### src/rtl/instr_loader_pkg.sv
// Shared types and constants for the instruction loader.
// Optional checksum feature is selected with INSTR_LOADER_CHECKSUM_EN.
package instr_loader_pkg;

  localparam int unsigned BYTES_PER_WORD = 4;

  typedef enum logic [1:0] {
    ST_IDLE  = 2'd0,
    ST_LOAD  = 2'd1,
    ST_WRITE = 2'd2,
    ST_DONE  = 2'd3
  } il_state_e;

endpackage

### src/rtl/byte_packer.sv
// Big-endian byte-to-word packer: 32-bit shift register plus byte counter,
// zero-filling the low-order bytes when the stream ends mid-word.
module byte_packer
  import instr_loader_pkg::*;
(
  input  logic        clk,
  input  logic        rst_n,
  input  logic        i_clear,
  input  logic        i_push,
  input  logic [7:0]  i_data,
  input  logic        i_last,
  output logic [31:0] o_word,
  output logic        o_word_done
);

  logic [31:0] r_shift;
  logic [1:0]  r_cnt;
  logic [31:0] w_packed;

  // On the last byte, shift the partial word up so unfilled bytes become zero
  // and stale bytes from the previous word fall off the top.
  always_comb begin
    w_packed = {r_shift[23:0], i_data};
    if (i_last) begin
      case (r_cnt)
        2'd0:    w_packed = {i_data, 24'h0};
        2'd1:    w_packed = {r_shift[7:0], i_data, 16'h0};
        2'd2:    w_packed = {r_shift[15:0], i_data, 8'h0};
        default: w_packed = {r_shift[23:0], i_data};
      endcase
    end
  end

  assign o_word_done = i_push && (i_last || (r_cnt == 2'(BYTES_PER_WORD - 1)));
  assign o_word      = r_shift;

  always_ff @(posedge clk or negedge rst_n) begin
    if (!rst_n) begin
      r_shift <= '0;
      r_cnt   <= '0;
    end else if (i_clear) begin
      r_shift <= '0;
      r_cnt   <= '0;
    end else if (i_push) begin
      r_shift <= w_packed;
      r_cnt   <= i_last ? 2'd0 : r_cnt + 2'd1;
    end
  end

endmodule

### src/rtl/instr_loader.sv
// Streams program bytes into instruction memory, holding the CPU in reset
// until the load completes. Define INSTR_LOADER_CHECKSUM_EN for sum checking.
module instr_loader
  import instr_loader_pkg::*;
#(
  parameter int unsigned MEM_BYTES = 256,
  parameter int unsigned ADDR_W    = 8
) (
  input  logic              clk_il,
  input  logic              rst_n_il,
  input  logic              start,
  input  logic              byte_valid,
  input  logic [7:0]        byte_data,
  input  logic              byte_last,
  output logic              byte_ready,
  output logic              mem_we,
  output logic [ADDR_W-1:0] mem_addr,
  output logic [31:0]       mem_wdata,
  output logic              busy,
  output logic              done,
  output logic              err,
  output logic              cpu_rst_n
);

  // Word index needs one extra value beyond the last word to flag overflow.
  localparam int unsigned      IDX_W   = ADDR_W - 1;
  localparam logic [IDX_W-1:0] MAX_IDX = IDX_W'(MEM_BYTES / BYTES_PER_WORD);

  il_state_e        r_state;
  il_state_e        w_next;
  logic [IDX_W-1:0] r_word_idx;
  logic             r_last_word;
  logic             r_err;
  logic             w_xfer;
  logic             w_ovf;
  logic             w_start_load;
  logic             w_word_done;
  logic [31:0]      w_word;

  assign w_xfer       = byte_valid && byte_ready;
  assign w_ovf        = w_xfer && (r_word_idx == MAX_IDX);
  assign w_start_load = start && ((r_state == ST_IDLE) || (r_state == ST_DONE));

  byte_packer u_packer (
    .clk         (clk_il),
    .rst_n       (rst_n_il),
    .i_clear     (w_start_load),
    .i_push      (w_xfer && !w_ovf),
    .i_data      (byte_data),
    .i_last      (byte_last),
    .o_word      (w_word),
    .o_word_done (w_word_done)
  );

  always_ff @(posedge clk_il or negedge rst_n_il) begin
    if (!rst_n_il) r_state <= ST_IDLE;
    else           r_state <= w_next;
  end

  always_comb begin
    w_next = r_state;
    case (r_state)
      ST_IDLE:  if (start) w_next = ST_LOAD;
      ST_LOAD: begin
        if (w_ovf)            w_next = ST_DONE;
        else if (w_word_done) w_next = ST_WRITE;
      end
      ST_WRITE: w_next = r_last_word ? ST_DONE : ST_LOAD;
      ST_DONE:  if (start) w_next = ST_LOAD;
      default:  w_next = ST_IDLE;
    endcase
  end

`ifdef INSTR_LOADER_CHECKSUM_EN
  logic [7:0] r_sum;

  always_ff @(posedge clk_il or negedge rst_n_il) begin
    if (!rst_n_il)        r_sum <= '0;
    else if (w_start_load) r_sum <= '0;
    else if (w_xfer)       r_sum <= r_sum + byte_data;
  end
`endif

  always_ff @(posedge clk_il or negedge rst_n_il) begin
    if (!rst_n_il) begin
      r_word_idx  <= '0;
      r_last_word <= 1'b0;
      r_err       <= 1'b0;
    end else if (w_start_load) begin
      r_word_idx  <= '0;
      r_last_word <= 1'b0;
      r_err       <= 1'b0;
    end else begin
      if (w_ovf) r_err <= 1'b1;
      if ((r_state == ST_LOAD) && w_word_done) r_last_word <= byte_last;
      if ((r_state == ST_WRITE) && !r_last_word) r_word_idx <= r_word_idx + 1'b1;
`ifdef INSTR_LOADER_CHECKSUM_EN
      // Sum already includes the final byte by the time WRITE is reached.
      if ((r_state == ST_WRITE) && r_last_word && (r_sum != 8'h00)) r_err <= 1'b1;
`endif
    end
  end

  always_comb begin
    byte_ready = (r_state == ST_LOAD);
    busy       = (r_state == ST_LOAD) || (r_state == ST_WRITE);
    mem_we     = (r_state == ST_WRITE);
    mem_addr   = '0;
    mem_wdata  = '0;
    if (r_state == ST_WRITE) begin
      mem_addr  = {r_word_idx[ADDR_W-3:0], 2'b00};
      mem_wdata = w_word;
    end
    done = (r_state == ST_DONE);
    err  = r_err;
`ifdef INSTR_LOADER_CHECKSUM_EN
    cpu_rst_n = (r_state == ST_DONE) && !r_err;
`else
    cpu_rst_n = (r_state == ST_DONE);
`endif
  end

endmodule

### config.mk
export PLATFORM = sky130hd
export DESIGN_NAME = instr_loader
export DESIGN_NICKNAME = d
export VERILOG_FILES = /design/src/rtl/instr_loader_pkg.sv /design/src/rtl/byte_packer.sv /design/src/rtl/instr_loader.sv
export SDC_FILE = /design/constraint.sdc
export NUM_CORES = 1
export LEC_CHECK = 0
export ABC_AREA = 1
export CAP_MARGIN = 20
export CELL_PAD_IN_SITES_DETAIL_PLACEMENT = 1
export CELL_PAD_IN_SITES_GLOBAL_PLACEMENT = 2
export CORE_ASPECT_RATIO = 0.7
export CORE_MARGIN = 4
export CORE_UTILIZATION = 25
export CTS_BUF_LIST = sky130_fd_sc_hd__clkbuf_16
export DETAILED_ROUTE_END_ITERATION = 10
export HOLD_SLACK_MARGIN = 0.06
export PLACE_DENSITY = 0.85
export SYNTH_ARGS = -nofsm -noshare
export SYNTH_HDL_FRONTEND = slang
export SYNTH_SLANG_ARGS = --single-unit
### constraint.sdc
create_clock -name clk_il -period 1.62 [get_ports clk_il]
set_input_delay 0.405 -clock clk_il [delete_from_list [all_inputs] [get_ports clk_il]]
set_output_delay 0.405 -clock clk_il [all_outputs]
set_load 0.02 [all_outputs]
==> results.cfg, run 1 <==
[run_status]
status = finished with violations
violations = negative setup slack

[synth]
synth_area_per_cell_um2 = 7.05
yosysSeqAreaShare_pct = 39.8
async_reset_ff_share_pct = 100
synthTopCellsByArea = dfrtp_1 (40%), nand2_1 (14%), o21ai_0 (12%), inv_1 (11%), ha_1 (4.0%)
synth_top_area_share_pct = 39.8
ys_types = 30
synth_warnings = 0
synth_seq_cells = 45
yosys-top-cells-count = nand2_1 (108), inv_1 (80), o21ai_0 (65)
synth_edf_count = 0
synthesis.area_um2 = 2830
synth_most_common_cell = nand2_1
netlist_instances = 401
yosysTopAreaCell = dfrtp_1
synthFlopType = dfrtp_1

[global_route]
grt_pass1_vias = 3273
antenna_found_initial = 0
grt_start_max_net_pins = 46
grt_pass1_wl_um = 17900
grt_overflow = 0
gr-usage-all-layers_pct = 17.2

[timing]
hold_viol = 0
setup_slack_ns = -0.270
fin_crit_sh_pct = 117
whs_ns = 0.0789
drv_slew = 0
worst_clock_skew_ns = 0.00782
setup_viol = 84
rsz0062_at_grt = true
max_clock_freq_mhz = 529
finalCriticalPeriod_ns = 1.89

[power]
leakage_nw = 2.90
power_per_cell_area_nw_per_um2 = 1550
vdd_drop_max_v = 0.000532
finalPower_w = 0.00792

[job]
drv_cap = 0

[final_layout]
fill_cells = 1277
utilization_pct = 46.4
diodes = 0
nets = 532
final_area_um2 = 5120
drive_gt1_share_pct = 53.7
syn_to_final_growth_pct = 81.2

[route]
via_per_inst = 4.73
first_iter_violations = 183
vias = 3137
wl_per_cell_um = 18.1
totalWireLength_um = 12000
dr.pass1.iters = 4
drt_drc_violations_left = 0
postRouteAntennaNets = 0

[critical_path]
cpPeakStageDelay_ns = 0.45
crit_path_end_kind = primary output
ff2ff_path_depth = 13
cp_num_buf_inv = 4
crit_path_start_kind = flop
crit_slowest_cell = dfrtp_1
cpMostUsedCell = buf_6
cp.arrival_ns = 1.49
worstSetupPathType = flop to primary output
cp_max_fo = 5
critPathRequiredTime_ns = 1.21
worstPathCellList = ha_4, buf_6, buf_12, nand2_4, inv_2, buf_6
reg2reg_from = r_state[1]
crit_family = flip-flops
crit_cells = 6
cp-startpoint = r_state[1]

[die]
num_io_pins = 59
die_w_um = 135
num_rows = 32
start_util_pct = 25.6
die_y_um = 97.0
core_area_um2 = 11100
die-area_um2 = 13100

[worst_hold_path]
hold_path.class = input pin to async pin

[clock_network]
cts_root_buf = clkbuf_16
clk_pin_slew_worst_paths_ns = 0.06
insertion_delay_ns = 0.30
cts_made_buffers = 5
clock_path_buffers = 2
cts_tree = done
holdBufCountCts = 0
h-tree-depth = 2
cts.sink_count = 45

[place]
dpl_cell_area_um2 = 3870
preCtsSetupSlack_ns = -0.327
gp_congestion = 0.818
port_buffers = 56
place_hpwl_um = 6730
[where the power goes]
group	internal, W	leakage (nW)	switching, W
clock network	0.000718	0.0797	0.000477
logic	0.00206	2.22	0.00264
registers	0.00151	0.603	0.000517
total	0.00429	2.90	0.00363
[placed cells by master, fill, tap and decap left out, types with 2 or more instances in the layout]
cell type and n:
o21ai_2 15, nand2_4 44, dfrtp_1 44, ha_1 5
buf_4 34, buf_6 57, buf_16 4, clkbuf_16 5
nor2_2 2, inv_2 43, o21ai_1 9, inv_8 3
nand3_2 8, o22ai_1 8, conb_1 2, buf_12 12
a21oi_2 3, nor2_1 6, nand2_1 57, clkdlybuf4s50_1 11
nor2_4 4, nand4_1 2, or2_2 2, inv_1 35
nand2_2 9, o22ai_2 7, a21oi_1 2, inv_4 3
o21ai_0 46, nand3_1 6, nand3_4 6, ha_4 4
[cells by family after synthesis]
family | synth area share, %
flops | 39.8
compound gates | 17.3
other cells | 0.133
buf+inv | 15.9
fa+ha+maj | 3.98
simple gates | 22.8
[timing repair]
item                       CTS  global route
pin swaps                   23            34
hold endpoints to repair     0             0
setup buffers               11             8
setup endpoints to repair   79            88
cloned                       9             0
resized for setup          364           125
[final cells by class]
cell class              instances  area (µm²)  share of cell area (%)
repair inverters                1        11.3                   0.220
repair buffers                120        1370                    26.8
clock inverters                 2        35.0                   0.684
clock buffers                   5         125                    2.44
multi-input cells             253        1920                    37.5
inverters                      84         342                    6.67
flip-flops and latches         45        1130                    22.0
well taps                     153         191                    3.74
[sequential cells by signal, indices dropped and copies added (netlist names)]
register and cells:
r_state 2, err 1, u_packer.r_cnt 2, r_word_idx 7, r_last_word 1, u_packer.o_word 32
[metrics by stage]
step	TNS [ns]	cells
3_5_place_dp	-17.26	632
3_3_place_gp	-15.19	632
4_1_cts	-11.30	659
5_1_grt	-21.50	663
6_report	-16.02	663
2_1_floorplan	0	402
[per-layer routing]
metal	GRT usage, %	share of wire, %	vias to the layer above
met5	0	0	-
met4	4.18	2.8	0
met3	2.44	4.0	25
met2	28.2	49	74
met1	23.8	44	1563
li1	-	-	1475
[worst paths after layout]
path	end	slack (ns)
max in group asynchronous	r_word_idx[0]	1.29
setup / recovery	mem_wdata[5]	-0.27
min in group clk_il	u_packer.o_word[28]	0.56
setup reg to reg	r_state[1]	-0.21
hold reg to reg	u_packer.o_word[28]	0.56
hold / removal	r_state[1]	0.08
No activity file was read; power rests on OpenSTA's default activity.
==> inputs of run 2 (changes only) <==
==> constraint.sdc (replaced) <==
create_clock -name clk_il -period 1.62 [get_ports clk_il]
set_input_delay 0.162 -clock clk_il [delete_from_list [all_inputs] [get_ports clk_il]]
set_output_delay 0.162 -clock clk_il [all_outputs]
set_load 0.02 [all_outputs]
==> run 2 against run 1 <==
Compared with the run above:
- the run now ends clean
- power fell by 24%
- combinational power fell by 32%
- clock skew fell by 0.0011 ns
- sequential power fell by 10%
- critical path depth fell by 2
- global-route usage fell by 2.7 points
- largest cell class unchanged
- highest routed layer unchanged
==> results.cfg, run 2 (synthesis gave the netlist of run 1 again) <==
[die]
die-area_um2 = 13100
start_util_pct = 25.6
die_w_um = 135
die_y_um = 97.0
core_area_um2 = 11100
num_rows = 32
num_io_pins = 59

[critical_path]
worstPathCellList = inv_2, ha_4, inv_1, dlygate4sd2_1
ff2ff_path_depth = 9
cp-startpoint = r_state[0]
reg2reg_to = u_packer.o_word[12]
rrSetupSlack_ns = 0.04
reg2reg_from = r_state[0]
cp.arrival_ns = 1.44
crit_path_end_kind = primary output
worstSetupPathType = flop to primary output
cp_max_fo = 3
crit_path_start_kind = flop
crit_slowest_cell = dfrtp_1
cpPeakStageDelay_ns = 0.39
critPathRequiredTime_ns = 1.46

[job]
drv_cap = 0

[global_route]
gr-usage-all-layers_pct = 14.5
antenna_found_initial = 0
grt_pass1_vias = 3003
grt_start_max_net_pins = 46
grt_pass1_wl_um = 15400
grt_overflow = 0

[final_layout]
drive_gt1_share_pct = 24.4
fill_cells = 1398
mostFrequentLayoutCells = nand2_1 (106), inv_1 (77), o21ai_0 (58)
final_cells = 641
nets = 509
seq_area_um2 = 1130
multi_input_area_um2 = 1320
diodes = 0
final_common_cell = nand2_1
syn_to_final_growth_pct = 39.5
utilization_pct = 35.7
largest_reg_flops = 32
final_area_um2 = 3940

[clock_network]
cts_root_buf = clkbuf_16
cts.sink_count = 45
clock_path_buffers = 2
h-tree-depth = 2
insertion_delay_ns = 0.29
cts_tree = done
cts_made_buffers = 5
clk_pin_slew_worst_paths_ns = 0.06

[timing]
finalCriticalPeriod_ns = 1.60
worst_clock_skew_ns = 0.00668
max_clock_freq_mhz = 625
fin_crit_sh_pct = 98.8
drv_slew = 0
hold_viol = 0
rsz0062_at_grt = true
setup_viol = 0
whs_ns = 0.389

[route]
postRouteAntennaNets = 0
totalWireLength_um = 9370
drt_drc_violations_left = 0
dr.pass1.iters = 4
via_per_inst = 4.43
vias = 2839
first_iter_violations = 135
wl_per_cell_um = 14.6

[place]
dpl_cell_area_um2 = 3820
gp_congestion = 0.771
port_buffers = 56
place_hpwl_um = 6570
dp.cells = 627

[power]
internal_power_w = 0.00338
share_comb_of_total_power_pct = 53.2
power_frac_seq_pct = 30.3
net-switching-power_w = 0.00263
finalPower_w = 0.00600
power.clock.fraction_pct = 16.5
power_per_cell_area_nw_per_um2 = 1520
p_sw_share_pct = 43.8
vdd_drop_max_v = 0.000485
leakage_nw = 2.17

[worst_hold_path]
hold_path.class = input pin to async pin

[run_status]
status = completed
[run 2: cell types whose count changed in the layout (fill, tap and decap cells not counted), moves of 27 or more]
cell	before	now
inv_1	35	77
nand2_1	57	106
buf_2	1	28
nand2_4	44	2
inv_2	43	6
buf_6	57	2
[run 2: critical path: cells and delay by family, from the launching register on]
kind | cells | cell delay [ns]
fa+ha+maj | 1 | 0.21
flops | 1 | 0.39
buf+inv | 3 | 0.56
[run 2: cell type report]
class / instances / area share (%)
Inverter: 84 / 8.34
Tap cell: 153 / 4.85
Sequential cell: 45 / 28.6
Clock buffer: 5 / 3.17
Timing Repair Buffer: 98 / 21.2
Multi-Input combinational cell: 253 / 33.5
Clock inverter: 3 / 0.381
[run 2: what timing repair did]
| action | CTS | global route |
|---|---|---|
| buffers inserted | 1 | 3 |
| endpoints found under the hold margin | 45 | 0 |
| endpoints found under the setup margin | 48 | 52 |
| hold buffers | 1 | 0 |
| gates cloned | 2 | 0 |
| resized for setup | 176 | 34 |
| pin swaps | 0 | 3 |
[run 2: per-stage QoR]
step | setup slack (ns) | setup TNS (ns)
2_1_floorplan | 0.0442 | 0
3_3_place_gp | -0.123 | -3.43
3_5_place_dp | -0.155 | -4.85
4_1_cts | -0.0332 | -0.0813
5_1_grt | -0.0369 | -0.139
6_report | 0.0199 | 0
[run 2: worst max path at each step]
stage,to,slack [ns],cells after the start
after floorplan,u_packer.o_word[31],0.04,8
after global placement,mem_wdata[11],-0.12,6
after detailed placement,mem_wdata[10],-0.15,6
after CTS,mem_wdata[11],-0.03,6
after global routing,u_packer.o_word[20],-0.04,9
final,busy,0.02,4
[run 2: power by group through the flow]
| stage | clock, W | combinational, W | sequential (W) |
|---|---|---|---|
| 2_1_floorplan | 0 | 0.00172 | 0.00174 |
| 3_3_place_gp | 0 | 0.00285 | 0.00182 |
| 3_5_place_dp | 0 | 0.00296 | 0.00183 |
| 4_1_cts | 0.00102 | 0.00306 | 0.00182 |
| 5_1_grt | 0.00106 | 0.00352 | 0.00188 |
| 6_report | 0.000989 | 0.00320 | 0.00182 |
[run 2: metal layers]
layer | up-vias | global-route usage (%) | share of wire, %
met5 | - | 0 | 0
met2 | 60 | 24.7 | 48
met1 | 1344 | 19.5 | 48
met3 | 8 | 2.03 | 4.1
met4 | 0 | 3.18 | 0.77
li1 | 1427 | - | -
